<file path="config.mk">
export PLATFORM = sky130hd
export DESIGN_NAME = fetch_sequencer
export DESIGN_NICKNAME = d
export VERILOG_FILES = /design/src/rtl/fetch_seq_pkg.sv /design/src/rtl/fetch_decode.sv /design/src/rtl/fetch_sequencer.sv
export SDC_FILE = /design/constraint.sdc
export NUM_CORES = 1
export LEC_CHECK = 0
export BUFFER_PORTS_ARGS = -buffer_cell sky130_fd_sc_hd__buf_2
export CELL_PAD_IN_SITES_DETAIL_PLACEMENT = 0
export CELL_PAD_IN_SITES_GLOBAL_PLACEMENT = 1
export CORE_ASPECT_RATIO = 1.75
export CORE_MARGIN = 2
export CORE_UTILIZATION = 38
export CTS_BUF_LIST = sky130_fd_sc_hd__clkbuf_8
export CTS_CLUSTER_SIZE = 8
export DETAILED_ROUTE_END_ITERATION = 12
export HOLD_SLACK_MARGIN = 0.05
export PLACE_DENSITY_LB_ADDON = 0.1
export SLEW_MARGIN = 20
export SYNTH_ARGS = -nofsm -noshare
export SYNTH_HDL_FRONTEND = slang
export SYNTH_SLANG_ARGS = --single-unit
</file>
<file path="constraint.sdc">
create_clock -name clk_pi -period 2 [get_ports clk_pi]
set_input_delay 0.2 -clock clk_pi [delete_from_list [all_inputs] [get_ports clk_pi]]
set_output_delay 0.2 -clock clk_pi [all_outputs]
set_load 0.01 [all_outputs]
</file>
<file path="src/rtl/fetch_seq_pkg.sv">
// fetch_seq_pkg
// Shared types and constants for the fetch sequencer and the datapath decoder.
//   state_t        : sequencer FSM states (ST_FLUSH only with FETCH_SEQ_FLUSH_EN)
//   OP_*           : control-flow opcodes in instruction bits [15:12]
//   *_MSB / *_LSB  : opcode and immediate field bounds
//   opcode_of()    : extracts the opcode field from a 16-bit instruction
// Optional feature macro: FETCH_SEQ_FLUSH_EN (adds the FLUSH state).

package fetch_seq_pkg;

    typedef enum logic [2:0] {
        ST_IDLE   = 3'd0,
        ST_PC_CLR = 3'd1,
        ST_FETCH  = 3'd2,
        ST_EXEC   = 3'd3,
`ifdef FETCH_SEQ_FLUSH_EN
        ST_FLUSH  = 3'd4,
`endif
        ST_HALT   = 3'd5
    } state_t;

    localparam logic [3:0] OP_BEQ  = 4'hC;
    localparam logic [3:0] OP_BNE  = 4'hD;
    localparam logic [3:0] OP_JMP  = 4'hE;
    localparam logic [3:0] OP_HALT = 4'hF;

    localparam int OPCODE_MSB = 15;
    localparam int OPCODE_LSB = 12;
    localparam int BIMM_MSB   = 5;
    localparam int BIMM_LSB   = 0;
    localparam int JIMM_MSB   = 11;
    localparam int JIMM_LSB   = 0;

    function automatic logic [3:0] opcode_of(input logic [15:0] instr);
        return instr[OPCODE_MSB:OPCODE_LSB];
    endfunction

endpackage

</file>
<file path="src/rtl/fetch_decode.sv">
// fetch_decode
// Purely combinational control-flow decode of a 4-bit opcode. Shared with the
// datapath decoder so both sides agree on what counts as a branch/jump/halt.
// Ports:
//   opcode       in  4 : instruction bits [15:12]
//   is_branch_eq out 1 : BEQ
//   is_branch_ne out 1 : BNE
//   is_jump      out 1 : JMP
//   is_halt      out 1 : HALT
// Optional feature macro: none (FETCH_SEQ_FLUSH_EN does not affect decode).

module fetch_decode
    import fetch_seq_pkg::*;
(
    input  logic [3:0] opcode,
    output logic       is_branch_eq,
    output logic       is_branch_ne,
    output logic       is_jump,
    output logic       is_halt
);

    assign is_branch_eq = (opcode == OP_BEQ);
    assign is_branch_ne = (opcode == OP_BNE);
    assign is_jump      = (opcode == OP_JMP);
    assign is_halt      = (opcode == OP_HALT);

endmodule

</file>
<file path="src/rtl/fetch_sequencer.sv">
// fetch_sequencer
// Control FSM sequencing the program counter and instruction fetch of the
// 16-bit processor: start-up PC clear, req/ack instruction fetch with a
// timeout, branch/jump/HALT resolution.
// Ports:
//   clk_pi, reset_pi (async, active-high)
//   start_pi            in  : (re)start from PC 0, honoured in IDLE/HALT only
//   imem_req_po         out : fetch request (registered)
//   imem_ack_pi/instr_pi in : memory response
//   zero_flag_pi, stall_pi in : branch condition and hazard stall (EXEC)
//   pc_clk_en_po, pc_reset_po, branch_taken_po, jump_taken_po out : PC
//       controls, combinational for the PC's next rising edge
//   branch_immediate_po[5:0], jump_immediate_po[11:0] out : from latched instr
//   instr_po[15:0], instr_valid_po out : latched instruction to the datapath
//   halted_po, fetch_err_po (sticky), retired_count_po[15:0] out : status
// Parameter FETCH_TIMEOUT: FETCH cycles without ack before faulting (>=1).
// Optional feature macro: FETCH_SEQ_FLUSH_EN inserts a one-cycle FLUSH state
// after a taken branch or jump.

module fetch_sequencer
    import fetch_seq_pkg::*;
#(
    parameter int FETCH_TIMEOUT = 16
) (
    input  logic        clk_pi,
    input  logic        reset_pi,
    input  logic        start_pi,
    output logic        imem_req_po,
    input  logic        imem_ack_pi,
    input  logic [15:0] instr_pi,
    input  logic        zero_flag_pi,
    input  logic        stall_pi,
    output logic        pc_clk_en_po,
    output logic        pc_reset_po,
    output logic        branch_taken_po,
    output logic [5:0]  branch_immediate_po,
    output logic        jump_taken_po,
    output logic [11:0] jump_immediate_po,
    output logic [15:0] instr_po,
    output logic        instr_valid_po,
    output logic        halted_po,
    output logic        fetch_err_po,
    output logic [15:0] retired_count_po
);

    // The wait counter only ever holds 0..FETCH_TIMEOUT-1.
    localparam int WAIT_W = (FETCH_TIMEOUT < 2) ? 1 : $clog2(FETCH_TIMEOUT);

    state_t             state;
    state_t             next_state;
    logic [WAIT_W-1:0]  wait_cnt;
    logic [15:0]        instr_q;
    logic [15:0]        retired_q;
    logic               fetch_err_q;
    logic               req_q;
    logic               valid_q;
    logic               halted_q;

    logic               is_branch_eq;
    logic               is_branch_ne;
    logic               is_jump;
    logic               is_halt;
    logic               fetch_timeout;
    logic               cond_taken;

    fetch_decode u_decode (
        .opcode       (opcode_of(instr_q)),
        .is_branch_eq (is_branch_eq),
        .is_branch_ne (is_branch_ne),
        .is_jump      (is_jump),
        .is_halt      (is_halt)
    );

    // An ack in the last allowed cycle still wins over the timeout.
    assign fetch_timeout = (state == ST_FETCH) && !imem_ack_pi &&
                           (wait_cnt == WAIT_W'(FETCH_TIMEOUT - 1));

    assign cond_taken = (is_branch_eq && zero_flag_pi) ||
                        (is_branch_ne && !zero_flag_pi);

    // State register.
    always_ff @(posedge clk_pi or posedge reset_pi) begin
        if (reset_pi) begin
            state <= ST_IDLE;
        end else begin
            state <= next_state;
        end
    end

    // Next-state logic plus the combinational PC controls.
    always_comb begin
        next_state      = state;
        pc_clk_en_po    = 1'b0;
        pc_reset_po     = 1'b0;
        branch_taken_po = 1'b0;
        jump_taken_po   = 1'b0;
        case (state)
            ST_IDLE: begin
                if (start_pi) next_state = ST_PC_CLR;
            end
            ST_PC_CLR: begin
                pc_reset_po  = 1'b1;
                pc_clk_en_po = 1'b1;
                next_state   = ST_FETCH;
            end
            ST_FETCH: begin
                if (imem_ack_pi) begin
                    next_state = ST_EXEC;
                end else if (fetch_timeout) begin
                    next_state = ST_HALT;
                end
            end
            ST_EXEC: begin
                if (stall_pi) begin
                    next_state = ST_EXEC;
                end else if (is_halt) begin
                    next_state = ST_HALT;
                end else begin
                    pc_clk_en_po    = 1'b1;
                    branch_taken_po = cond_taken;
                    jump_taken_po   = is_jump;
`ifdef FETCH_SEQ_FLUSH_EN
                    next_state = (cond_taken || is_jump) ? ST_FLUSH : ST_FETCH;
`else
                    next_state = ST_FETCH;
`endif
                end
            end
`ifdef FETCH_SEQ_FLUSH_EN
            ST_FLUSH: begin
                next_state = ST_FETCH;
            end
`endif
            ST_HALT: begin
                if (start_pi) next_state = ST_PC_CLR;
            end
            default: begin
                next_state = ST_IDLE;
            end
        endcase
    end

    // FETCH wait counter: restarts on every entry into FETCH.
    always_ff @(posedge clk_pi or posedge reset_pi) begin
        if (reset_pi) begin
            wait_cnt <= '0;
        end else if (state == ST_FETCH && next_state == ST_FETCH) begin
            wait_cnt <= wait_cnt + WAIT_W'(1);
        end else begin
            wait_cnt <= '0;
        end
    end

    // Instruction latch, retired counter and sticky fetch error.
    always_ff @(posedge clk_pi or posedge reset_pi) begin
        if (reset_pi) begin
            instr_q     <= 16'h0000;
            retired_q   <= 16'h0000;
            fetch_err_q <= 1'b0;
        end else begin
            if (state == ST_FETCH && imem_ack_pi) begin
                instr_q <= instr_pi;
            end
            if (state == ST_PC_CLR) begin
                retired_q   <= 16'h0000;
                fetch_err_q <= 1'b0;
            end else begin
                if (state == ST_EXEC && !stall_pi && !is_halt) begin
                    retired_q <= retired_q + 16'd1;
                end
                if (fetch_timeout) begin
                    fetch_err_q <= 1'b1;
                end
            end
        end
    end

    // Status outputs are registered from the upcoming state so they line up
    // with the state they describe and drop immediately on reset.
    always_ff @(posedge clk_pi or posedge reset_pi) begin
        if (reset_pi) begin
            req_q    <= 1'b0;
            valid_q  <= 1'b0;
            halted_q <= 1'b0;
        end else begin
            req_q    <= (next_state == ST_FETCH);
            valid_q  <= (next_state == ST_EXEC);
            halted_q <= (next_state == ST_HALT);
        end
    end

    assign imem_req_po         = req_q;
    assign instr_valid_po      = valid_q;
    assign halted_po           = halted_q;
    assign fetch_err_po        = fetch_err_q;
    assign retired_count_po    = retired_q;
    assign instr_po            = instr_q;
    assign branch_immediate_po = instr_q[BIMM_MSB:BIMM_LSB];
    assign jump_immediate_po   = instr_q[JIMM_MSB:JIMM_LSB];

endmodule
</file>
; After elaboration in Yosys (flattened, before gate mapping)
; Cells that the tools add are included.
[classes]
n_addsub = 2
eq_ne = 12
muxes = 21
reduce_logical = 17
[ops]
columns = operator, count
row1 = $mux W16, 2
row2 = $eq A4 B4 Y1 const B, 5
row3 = $add A16 B1 Y16 const B, 1
row4 = $mux W3, 5
row5 = $eq A3 B2 Y1 const B, 4
row6 = $pmux W3 S4, 1
row7 = $mux W1, 11
row8 = $logic_and A1 B1 Y1, 8
row9 = $eq A3 B3 Y1 const B, 2
row10 = $add A4 B1 Y4 const B, 1
row11 = $logic_not A1 Y1, 4
row12 = $mux W4, 1
row13 = $reduce_bool A2 Y1, 2
row14 = $eq A3 B1 Y1 const B, 1
row15 = $logic_not A3 Y1, 1
row16 = $pmux W1 S2, 1
row17 = $reduce_or A2 Y1, 1
row18 = $logic_or A1 B1 Y1, 1
[word_totals]
reg_bits = 43
input_bits = 22
out_inout_bits = 58
elab_cells = 60

; Logic depth before layout (Yosys ltp)
[logic_depth]
depth_word = 9
depth_mapped = 7

; Cells and area by module
; Synthesis repeated with hierarchy kept, for this count alone.
[unflattened]
hier_cells = 201
hier_area_um2 = 2189.6
[modules_own_cells]
columns = module, n_inst, cells_each, area_each_um2
row1 = fetch_sequencer, 1, 197, 2144.6
row2 = fetch_decode, 1, 4, 45.0

; Worst setup path before layout
; OpenSTA, ideal clock, no wires.
[synth_timing]
path_kind = flip-flop to flip-flop
startpoint = register state[2]
endpoint = register retired_q[15], in the netlist retired_count_po[15]
setup_ns = 0.080
arrival_ns = 1.733
t_required_ns = 1.920
setup_slack_ns = 0.187
path_stages_with_launch = 8
n_path_buf = 3
synth_period_minus_slack_ns = 1.813
path_cell_list = dfrtp_1 -> buf_6 -> and4bb_1 -> buf_4 -> nand4_2 -> buf_6 -> or4_1 -> a21oi_1
[synth_between]
elab_chain_cells = 4
[synth_lines]
columns = item, line
row1 = from (decl), fetch_sequencer.sv:49  ; state_t state;
row2 = from (signal assigned), fetch_sequencer.sv:86  ; state <= next_state;
row3 = $eq A3 B2 Y1, fetch_sequencer.sv:168  ; if (state == ST_EXEC && !stall_pi && !is_halt) begin
row4 = $logic_and A1 B1 Y1 (2 in series), fetch_sequencer.sv:168
row5 = $reduce_bool A2 Y1 (no source line), n/a
row6 = to (signal assigned), fetch_sequencer.sv:169  ; retired_q <= retired_q + 16'd1;
row7 = to (decl), fetch_sequencer.sv:53  ; logic [15:0] retired_q;
; Parallel ways exist; a longest one is shown, timed or not.
; A chain may end at the register's enable or synchronous reset.

; Worst setup path in the final report
[layout_timing]
startpoint = register state[1]
endpoint = output branch_taken_po
[layout_between]
elab_chain_cells = 2
[layout_lines]
columns = item, line
row1 = $eq A3 B2 Y1, fetch_sequencer.sv:97  ; case (state)
row2 = $mux W1, fetch_sequencer.sv:97
row3 = to (decl), fetch_sequencer.sv:35  ; output logic branch_taken_po,
; Every way passes these cells.

==> results.txt <==
status: finished, final reports clean
asr flop ratio synth: 100.0%
syn_nets: 217
Synth area leader: dfrtp_1
Post-Syn Instances: 193
HPWL Detailed: 3466 um
First-pass DRT Iterations: 4
Crit-path slowest cell: dfrtp_1
Data required, critical path: 1.80 ns
routability cong.: 0.8040
sequential share of the synthesized area: 50.95%
Max H-tree Level: 2
Routed WL per cell: 13.44 um
pin count of the biggest net entering global routing: 44
cell family with most CP delay: simple AND/OR/NAND/NOR gates
clock latency on the worst-skew pair: 0.28 ns
Setup-failing EPs final: 0
Worst-path clk slew: 0.08 ns
crit path capture type: primary output
crit path max fanout: 8
hold buffers post-CTS: 0
Synth top area share: 50.95%
via count: 1677
Slew @ Worst Pin: 0.5574 ns
FF-to-FF Start: state[1]
vias per inst: 4.947
Critical Path Source: state[1]
root buffer cell: clkbuf_8
TritonCTS clock tree: yes
Syn. warnings: 0
CP Cell Sequence: and4bb_1 -> buf_4 -> nand3_1 -> nor3_1 -> buf_2
Num CTS Buffers: 5
Initial Util: 39.86%
PortBufs: 79
Die Ht: 102.6 um
post-CTS setup repair buffer count: 0
number of synthesized flops with an enable pin: 0
leakage: 1.299 nW
vias in the first global route: 1594
Worst Setup Path Type: reg2out
I/O pin total: 80
RSZ-0062 raised after global routing: no
drt initial violations: 68
Hold Path Class: in2async
Clk pwr share: 21.7%
Core Footprint: 5299 sq um
clk buf depth: 2
largest vdd supply drop: 0.0005744 V
power share of the combinational group: 38.8%
reg2reg end: retired_count_po[12]
Rows: 35
first-pass GRT wire length: 7176 um
reg-to-reg setup timing slack: 0.28 ns
GRT Util Overall: 15.26%
nets@finish: 288
synthesis-stage register bit count: 43
initial antenna violation count: 0
Sw Share: 35.96%
commonest non-fill, non-tap cell in the layout: buf_2
Die ar.: 6194 sq um
Worst EP arrival: 1.62 ns
die width: 60.36 um
antenna cell count: 0
most frequent cells in the layout: 79 x buf_2, 43 x dfrtp_1, 16 x mux2_1
Tcrit/Tclk final: 91.04%
commonest register cell after synthesis: dfrtp_1
Int Pwr: 0.002325 W
NetSw: 0.001306 W
Syn Area/Cell: 10.94 sq um
Seq pwr share: 39.5%
Setup crit start kind: flop
Yosys cell types: 39
Area growth syn-to-layout: 24.88%
largest cells by area after synthesis: dfrtp_1 51%, mux2_1 8.5%, buf_4 6.8%, o31ai_1 2.5%, a21oi_1 2.1%
minimum clock period: 1.821 ns
Mapped Area: 2112 sq um
clk_skew: 0.003717 ns
DP Area: 2501 sq um
Max stage delay on crit path: 0.47 ns
maxcap violations: 0
ratio of cells with drive above 1 in the final layout: 38.11%
Crit path buffers/inverters: 2
Num Clock Sinks: 43
DRC violations left: 0
final setup TNS: 0 ns
achievable frequency: 549.2 MHz
Antenna Nets Post-Route: 0
count of final hold-check violations: 0
PD cells: 1377 nW/um^2
Routed WL: 4556 um
grt total ovfl: 0
post-route cell area: 2638 sq um
Worst slew margin: 62.84%
Final Max Tran Viols: 0
Reg2Reg Depth: 5
Post-CTS Resized: 0
-- cells in the mapped netlist, types with 6 or more instances --
cell,number
buf_4,19
inv_1,7
o31ai_1,7
a21oi_1,9
nand2_1,10
nand3_1,9
o211ai_1,6
mux2_1,16
nor2_1,10
dfrtp_1,43
-- kinds of logic (layout without fill, tap and decap cells) --
logic type                 count (synthesis)  in the layout  synth area share [%]
adders and majority gates                  2              2                 1.185
xor gates and xnor gates                   7              7                 2.903
buffers and inverters                     32            104                 9.893
DFF                                       43             43                 50.95
muxes                                     17             17                 9.005
AOI/OAI and AO/OA                         31             31                 9.479
and+or+nand+nor                           61             61                 16.59
-- final cells by class --
class,instances,area [sq um]
clock buffer,5,68.82
clock inverter,3,67.56
fill,510,2661
inverter,8,30.03
multi-input combinational,118,827.0
sequential,43,1076
tap,74,92.59
timing repair buffer,88,475.5
-- registers in the layout, indices dropped and copies added (netlist names) --
signal            cells
fetch_err_po          1
halted_po             1
imem_req_po           1
instr_po             16
instr_valid_po        1
retired_count_po     16
state                 3
wait_cnt              4
-- metal layers --
layer  track usage (%)  vias up  wire length (um)
li1                  -      811                 -
met1             17.31      807              1776
met2             27.26       51              2526
met3             3.137        8               184
met4             5.812        0                70
met5                 0        -                 0
-- power groups by stage --
stage | clock network (W) | registers [W] | logic, W
finish | 0.000787 | 0.00143 | 0.00141
global route | 0.000857 | 0.00149 | 0.00156
CTS | 0.000817 | 0.00144 | 0.00144
detailed placement | 0 | 0.00146 | 0.00143
global placement | 0 | 0.00145 | 0.00144
floorplan | 0 | 0.00155 | 0.000919
-- worst max path at each step --
stage	end	slack [ns]	cells past startpoint
after floorplan	retired_count_po[15]	0.19	7
after global placement	retired_count_po[12]	0.37	5
after detailed placement	retired_count_po[12]	0.31	5
after CTS	branch_taken_po	0.15	5
after global routing	pc_reset_po	0.05	4
final	branch_taken_po	0.18	5
-- through the flow --
stage                     total power (W)  hold slack [ns]  util (%)  worst slack [ns]  cells
after detailed placement         0.002897           0.3735     47.20            0.3091    331
after global routing             0.003908          0.07271     49.78           0.04533    339
after global placement           0.002888           0.3707     47.20            0.3656    331
after CTS                        0.003700          0.05024     49.78            0.1494    339
final                            0.003631          0.03072     49.78            0.1792    339
after floorplan                  0.002467           0.3245         -            0.1873    193
-- worst reg2reg max path: cells and delay by family, from the launching register on --
family / cells / cell delay, ns
compound gates: 1 / 0.15
buf+inv: 1 / 0.17
flops: 1 / 0.47
simple gates: 3 / 0.86
(Power assumes the default switching activity.)
